`src/rtl/mux_arbiter_pkg.sv`:
```
// Shared constants for the two-requester beat arbiter: FSM state encoding
// and the default burst limit.
package mux_arbiter_pkg;

   typedef enum logic [1:0] {
      IDLE   = 2'b00,
      GRANT0 = 2'b01,
      GRANT1 = 2'b10
   } state_t;

   localparam int MAX_BURST_DEF = 4;

endpackage

```
`src/rtl/mux_arbiter_mux2to14bit.sv`:
```
// Team 4-bit 2:1 data mux; sel=0 routes a, sel=1 routes b.
module mux2to14bit (
   input  logic       sel,
   input  logic [3:0] a,
   input  logic [3:0] b,
   output logic [3:0] y
);

   assign y = sel ? b : a;

endmodule

```
`src/rtl/mux_arbiter.sv`:
```
// Two-requester burst arbiter feeding one registered 4-bit beat to a
// ready/valid consumer; fair alternation on ties, bounded burst length.
module mux_arbiter
   import mux_arbiter_pkg::*;
#(
   parameter int MAX_BURST = MAX_BURST_DEF
) (
   input  logic       clk,
   input  logic       reset,
   input  logic       req0,
   input  logic [3:0] data0,
   input  logic       last0,
   input  logic       req1,
   input  logic [3:0] data1,
   input  logic       last1,
   output logic       gnt0,
   output logic       gnt1,
   output logic       sel,
   output logic       out_valid,
   output logic [3:0] out_data,
   input  logic       out_ready
);

   localparam logic [2:0] BURST_LIM = 3'(MAX_BURST);

   state_t     state;
   logic [2:0] cnt;
   logic       ptr;
   logic [3:0] mux_data;
   logic       req_g;
   logic       last_g;
   logic       req_o;
   logic       acc;
   logic       burst_end;

   assign gnt0 = (state == GRANT0);
   assign gnt1 = (state == GRANT1);
   assign sel  = (state == GRANT1);

   mux2to14bit u_mux (
      .sel (sel),
      .a   (data0),
      .b   (data1),
      .y   (mux_data)
   );

   // Requester-relative views of the owner and the waiting side
   always_comb begin
      req_g     = sel ? req1 : req0;
      last_g    = sel ? last1 : last0;
      req_o     = sel ? req0 : req1;
      acc       = ((gnt0 & req0) | (gnt1 & req1)) & (~out_valid | out_ready);
      burst_end = (gnt0 | gnt1) &
                  ((acc & (last_g | ((cnt + 3'd1) == BURST_LIM))) | ~req_g);
   end

   always_ff @(posedge clk) begin
      if (reset) begin
         state     <= IDLE;
         cnt       <= 3'd0;
         ptr       <= 1'b1;
         out_valid <= 1'b0;
         out_data  <= 4'h0;
      end else begin
         if (acc) begin
            out_data  <= mux_data;
            out_valid <= 1'b1;
         end else if (out_ready) begin
            out_valid <= 1'b0;
         end

         case (state)
            IDLE: begin
               if (req0 && req1)
                  state <= ptr ? GRANT0 : GRANT1;
               else if (req0)
                  state <= GRANT0;
               else if (req1)
                  state <= GRANT1;
            end
            GRANT0, GRANT1: begin
               if (burst_end) begin
                  cnt   <= 3'd0;
                  ptr   <= gnt1;
                  if (req_o)
                     state <= gnt0 ? GRANT1 : GRANT0;
                  else
                     state <= IDLE;
               end else if (acc) begin
                  cnt <= cnt + 3'd1;
               end
            end
            default: state <= IDLE;
         endcase
      end
   end

endmodule

```
`config.mk`:
```
export PLATFORM = sky130hd
export DESIGN_NAME = mux_arbiter
export DESIGN_NICKNAME = d
export VERILOG_FILES = /design/src/rtl/mux_arbiter_pkg.sv /design/src/rtl/mux_arbiter_mux2to14bit.sv /design/src/rtl/mux_arbiter.sv
export SDC_FILE = /design/constraint.sdc
export NUM_CORES = 1
export LEC_CHECK = 0
export BUFFER_PORTS_ARGS = -buffer_cell sky130_fd_sc_hd__buf_2
export CORE_MARGIN = 3
export CORE_UTILIZATION = 45
export DETAILED_ROUTE_END_ITERATION = 10
export GPL_TIMING_DRIVEN = 0
export PLACE_DENSITY = 0.81
export RECOVER_POWER = 25
export SYNTH_ARGS = -nofsm -noshare
export SYNTH_HDL_FRONTEND = slang
export SYNTH_SLANG_ARGS = --single-unit
```
`constraint.sdc`:
```
create_clock -name clk -period 3.2 [get_ports clk]
set_input_delay 0.32 -clock clk [delete_from_list [all_inputs] [get_ports clk]]
set_output_delay 0.32 -clock clk [all_outputs]
set_load 0.1 [all_outputs]
```
Word level (Yosys, flattened, before mapping)
Cells that the tools add are included.
W data, S select, Z words.
{"block": "word_totals", "mem_bits_rw": 0, "elab_cells": 47, "latchBits": 0, "ff_bits": 11, "n_memories": 0, "rom_bits": 0}
{"block": "op_classes", "n_lt_le_gt_ge": 0, "n_mul": 0, "eq_ne": 5, "shift": 0, "div": 0, "reduce_logical": 8, "n_addsub": 1, "bitwise_logic": 12, "muxes": 16}
{"op": "$mux W2", "count": 7}
{"op": "$mux W3", "count": 2}
{"op": "$reduce_and A2 Y1", "count": 3}
{"op": "$and A1 B1 Y1", "count": 5}
{"op": "$mux W1", "count": 5}
{"op": "$or A1 B1 Y1", "count": 5}
{"op": "$mux W4", "count": 1}
{"op": "$ne A4 B4 Y1 const B", "count": 1}
{"op": "$pmux W2 S2", "count": 1}
{"op": "$reduce_bool A2 Y1", "count": 2}
{"op": "$add A3 B1 Y3 const B", "count": 1}
{"op": "$eq A3 B3 Y1 const B", "count": 1}
{"op": "$eq A2 B1 Y1 const B", "count": 1}
{"op": "$eq A2 B2 Y1 const B", "count": 1}
{"op": "$logic_not A2 Y1", "count": 1}
{"op": "$ne A2 B2 Y1 const B", "count": 1}
{"op": "$not A1 Y1", "count": 2}
{"op": "$reduce_or A2 Y1", "count": 1}
{"op": "$logic_and A1 B1 Y1", "count": 1}

Depth between registers and ports, before layout
{"block": "logic_depth", "ltp_word": 9, "ltp_mapped": 7, "mapped_depth_nobuf": 6}

By module
Synthesis repeated with hierarchy kept, for this count alone.
{"block": "unflattened", "hier_cells": 76, "area_unflattened_um2": 716.9}
{"module": "mux_arbiter", "area_each_um2": 671.9, "n_inst": 1, "cells_per_inst": 72}
{"module": "mux2to14bit", "area_each_um2": 45.0, "n_inst": 1, "cells_per_inst": 4}

Least setup slack after synthesis
Ideal clock, no wire load.
{"block": "synth_timing", "kind": "reg-to-reg", "startpoint": "reg state[0]", "endpoint": "reg cnt[2]", "arrival_ns": 2.555, "path_slack_ns": 0.575, "setup_time_ns": 0.070, "path_stages_with_launch": 8, "path_cell_list": "dfxtp_1 inv_1 ha_1 buf_6 mux2_4 nor3_4 or4b_1 a21oi_1"}
{"block": "synth_between", "elab_chain_len": 9, "word_cells_on_any_way": 18}
{"element": "from (decl)", "line": "mux_arbiter.sv:26", "rtl": "state_t state;"}
{"element": "from (signal assigned)", "line": "mux_arbiter.sv:75", "rtl": "state <= ptr ? GRANT0 : GRANT1;"}
{"element": "from (signal assigned)", "line": "mux_arbiter.sv:86", "rtl": "state <= gnt0 ? GRANT1 : GRANT0;"}
{"element": "$eq A2 B2 Y1 (*)", "line": "mux_arbiter.sv:37", "rtl": "assign gnt1 = (state == GRANT1);"}
{"element": "via gnt1", "line": "mux_arbiter.sv:17", "rtl": "output logic gnt1,"}
{"element": "$and A1 B1 Y1", "line": "mux_arbiter.sv:52", "rtl": "acc = ((gnt0 & req0) | (gnt1 & req1)) & (~out_valid | out_ready);"}
{"element": "$or A1 B1 Y1", "line": "mux_arbiter.sv:52"}
{"element": "$and A1 B1 Y1", "line": "mux_arbiter.sv:52"}
{"element": "$and A1 B1 Y1", "line": "mux_arbiter.sv:54", "rtl": "((acc & (last_g | ((cnt + 3'd1) == BURST_LIM))) | ~req_g);"}
{"element": "$or A1 B1 Y1", "line": "mux_arbiter.sv:54"}
{"element": "$and A1 B1 Y1", "line": "mux_arbiter.sv:53", "rtl": "burst_end = (gnt0 | gnt1) &"}
{"element": "$reduce_bool A2 Y1 (no line)"}
{"element": "$reduce_and A2 Y1 (no line)"}
{"element": "to (signal assigned)", "line": "mux_arbiter.sv:90", "rtl": "cnt <= cnt + 3'd1;"}
{"element": "to (decl)", "line": "mux_arbiter.sv:27", "rtl": "logic [2:0] cnt;"}
The timed path passes the listed nets; every way through them passes the cells marked *.
A chain may end at the register's enable or synchronous reset.

Worst setup path in the final report
{"block": "layout_timing", "startpoint": "reg state[0]", "endpoint": "reg cnt[2]"}
{"block": "layout_between", "elab_chain_len": 9, "word_cells_on_any_way": 18}
{"element": "$eq A2 B1 Y1 or $eq A2 B2 Y1 (tied branches)"}
{"element": "$and A1 B1 Y1", "line": "mux_arbiter.sv:52"}
{"element": "$or A1 B1 Y1", "line": "mux_arbiter.sv:52"}
{"element": "$and A1 B1 Y1", "line": "mux_arbiter.sv:52"}
{"element": "$and A1 B1 Y1", "line": "mux_arbiter.sv:54"}
{"element": "$or A1 B1 Y1", "line": "mux_arbiter.sv:54"}
{"element": "$and A1 B1 Y1", "line": "mux_arbiter.sv:53"}
{"element": "$reduce_bool A2 Y1 (no line)"}
{"element": "$reduce_and A2 Y1 (no line)"}
Several ways; a longest one is shown, not always the timed one.

==> flow_metrics.env <==
export IMPL_drt_first_iter_violations=8
export IMPL_synth_async_reset_ratio_pct=0
export IMPL_route_vias_total=637
export IMPL_totalWireLength_um=1500
export IMPL_min_period_ns=2.06
export IMPL_grt_total_usage_pct=18.7
export IMPL_rsz_0062_raised_after_global_routing="no"
export IMPL_cts_tree="built"
export IMPL_critical_path_s_largest_stage_delay_ns=0.45
export IMPL_critical_path_startpoint_type="register"
export IMPL_die_area_sq_um=2090
export IMPL_totalPowerFinal_mw=0.913
export IMPL_antenna_found_initial=0
export IMPL_antenna_violating_nets_post_route=0
export IMPL_min_path_type="primary input to register"
export IMPL_synth_seq_cells=11
export IMPL_worst_path_buf_inv=2
export IMPL_critical_path_endpoint_type="register"
export IMPL_synth_lib_cells_used_distinct=26
export IMPL_dp_cell_count=114
export IMPL_clk_latency_ns=0.27
export IMPL_cts_max_level=1
export IMPL_timing_critical_path_required_ns=3.41
export IMPL_postSynth_topFlopCell="sky130_fd_sc_hd__dfxtp_1"
export IMPL_synth_warning_count=0
export IMPL_via_per_inst=5.40
export IMPL_dp_hpwl_um=1130
export IMPL_layout_worst_path_cycle_share_pct=64.5
export IMPL_final_instance_count_excl_fill=118
export IMPL_average_footprint_of_a_synthesized_cell_sq_um=9.21
export IMPL_syn_inst=77
export IMPL_slew_violations=0
export IMPL_yosysMostFrequentCell="sky130_fd_sc_hd__dfxtp_1"
export IMPL_drc=0
export IMPL_wl_per_cell_um=12.7
export IMPL_post_cts_setup_buffer_count=0
export IMPL_floorplan_initialDensity_pct=51.3
export IMPL_power_ir_vdd_worst_mv=0.850
export IMPL_worstHoldPathCells=3
export IMPL_cpLargestDelayFamily="simple AND/OR/NAND/NOR gates"
export IMPL_run_status="finished, final reports clean"
export IMPL_io_pins=23
export IMPL_grt_pass1_vias=691
export IMPL_number_of_enable_type_register_cells_in_the_synthesized_netlist=0
export IMPL_die_height_um=45.7
export IMPL_pin_slew_with_the_least_headroom_to_its_limit_ns=1.16
export IMPL_dp_worst_setup_slack_ns=1.16
export IMPL_final_setup_skew_ns=0.00478
export IMPL_gpl_final_weighted_congestion=0.728
export IMPL_rows=13
export IMPL_hold_viol=0
export IMPL_critical_path_slowest_stage_cell="sky130_fd_sc_hd__or4b_1"
export IMPL_floorplan_core_area_sq_um=1380
export IMPL_worst_setup_path_class="register to register"
export IMPL_length_in_cells_of_the_worst_reg_to_reg_path=7
export IMPL_path_max_fanout=7
export IMPL_maxCapViolCount=0
export IMPL_synth_seq_area_share_pct=31.0
export IMPL_cts_resized_gates=0
export IMPL_cts_root_buffer="sky130_fd_sc_hd__clkbuf_4"
export IMPL_synthesis_area_sq_um=709
export IMPL_final_setup_worst_slack_ns=1.14
export IMPL_max_slew_margin_pct=23.0
export IMPL_crit_path_cell_trace="inv_1 -> ha_1 -> buf_6 -> mux2_4 -> nor3_4 -> or4b_1 -> a21oi_1"
export IMPL_synthesis_nets=99
export IMPL_io_buffers=22
export IMPL_floorplan_die_width_um=45.7
export IMPL_area_delta_synth_final_pct=21.3
export IMPL_final_nets=126
export IMPL_cp_depth=7
export IMPL_hold_buffers=0
export IMPL_clk_path_buf_depth=2
export IMPL_synth_area_leader_cell="sky130_fd_sc_hd__dfxtp_1"
export IMPL_synth_common_cells="sky130_fd_sc_hd__dfxtp_1, sky130_fd_sc_hd__nor2_1, sky130_fd_sc_hd__ha_1, sky130_fd_sc_hd__mux2i_1, sky130_fd_sc_hd__a21oi_1"
export IMPL_grt_first_pass_wirelength_um=2740
export IMPL_first_pass_iters=3
export IMPL_synth_top_cell_area_share_pct=31.0
export IMPL_power_per_cell_area_nw_per_um2=1060
export IMPL_grt_remaining_overflow=0
export IMPL_setup_tns_ns=0
export IMPL_layout_drive_gt1_share_pct=27.2
export IMPL_cts_sinks=11
export IMPL_crit_arrival_ns=2.27
export IMPL_clock_fmax_ghz=0.485
export IMPL_clkTransAtPathRegs_ns=0.07
export IMPL_grt_max_degree=11
export IMPL_finalHoldWorstSlack_ns=0.370
export IMPL_numCtsBuffers=3
export IMPL_setup_viol=0
export IMPL_antennaDiodeCount=0
export IMPL_synth_area_leaders="sky130_fd_sc_hd__dfxtp_1, sky130_fd_sc_hd__ha_1, sky130_fd_sc_hd__mux2i_1, sky130_fd_sc_hd__nor2_1, sky130_fd_sc_hd__a211oi_1"
export IMPL_total_leakage_power_nw=0.369
## metrics by stage
step                      instance area [sq um]  utilization (%)
after CTS                                   865             62.5
after floorplan                             709                -
final                                       861             62.3
after global placement                      838             60.6
after detailed placement                    838             60.6
after global routing                        861             62.3
## where the power goes
part           leakage (nW)  switching, mW  total (mW)  internal (mW)
logic                 0.265          0.445       0.611          0.167
registers            0.0898         0.0264       0.203          0.177
clock network        0.0150         0.0499      0.0982         0.0483
## worst reg2reg max path, cell delays in order (launching register included)
cell                      delay [ns]
sky130_fd_sc_hd__dfxtp_1        0.36
sky130_fd_sc_hd__inv_1          0.10
sky130_fd_sc_hd__ha_1           0.25
sky130_fd_sc_hd__buf_6          0.15
sky130_fd_sc_hd__mux2_4         0.32
sky130_fd_sc_hd__nor3_4         0.23
sky130_fd_sc_hd__or4b_1         0.45
sky130_fd_sc_hd__a21oi_1        0.15
## placed cells by master (no fill, tap or decap), drive strengths merged, types with 2 or more instances in the layout
cell type,instances
a21oi,5
inv,4
a22oi,2
a211oi,4
o21ai,4
dfxtp,11
nand2b,3
or4b,2
mux2i,7
nor2,10
ha,7
nor3,3
mux2,3
buf,21
clkbuf,9
## path summary, 6_finish.rpt
check,start,end,slack [ns]
worst max-delay path,state[0],cnt[2],1.14
worst min-delay path,reset,state[1],0.37
worst max register to register,state[0],cnt[2],1.14
worst min register to register,cnt[2],cnt[2],0.49
## area by class of cell
cell class                 instances  area, sq um
buffer                             4         26.3
timing repair buffer              22          106
fill                             122          522
inverter                           4         15.0
clock buffer                       4         26.3
multi-input combinational         58          448
sequential                        11          220
tap                               15         18.8
## registers in the layout (all words and copies together), names as in the netlist
| name | flops |
|---|---|
| out_valid | 1 |
| state | 2 |
| out_data | 4 |
| cnt | 3 |
| ptr | 1 |
## layer usage
layer	global-route usage, %	vias up	share of wire [%]
met1	18.6	277	41
met2	33.7	25	48
li1	-	328	-
met3	4.74	7	6.8
met5	0	-	0
met4	12.5	0	3.3
## kinds of logic after synthesis
logic type / synth area share [%]
flops: 31.0
fa+ha+maj: 12.3
buf+inv: 5.82
mux: 15.2
simple gates: 18.3
compound gates: 17.3
(Power assumes the default switching activity.)
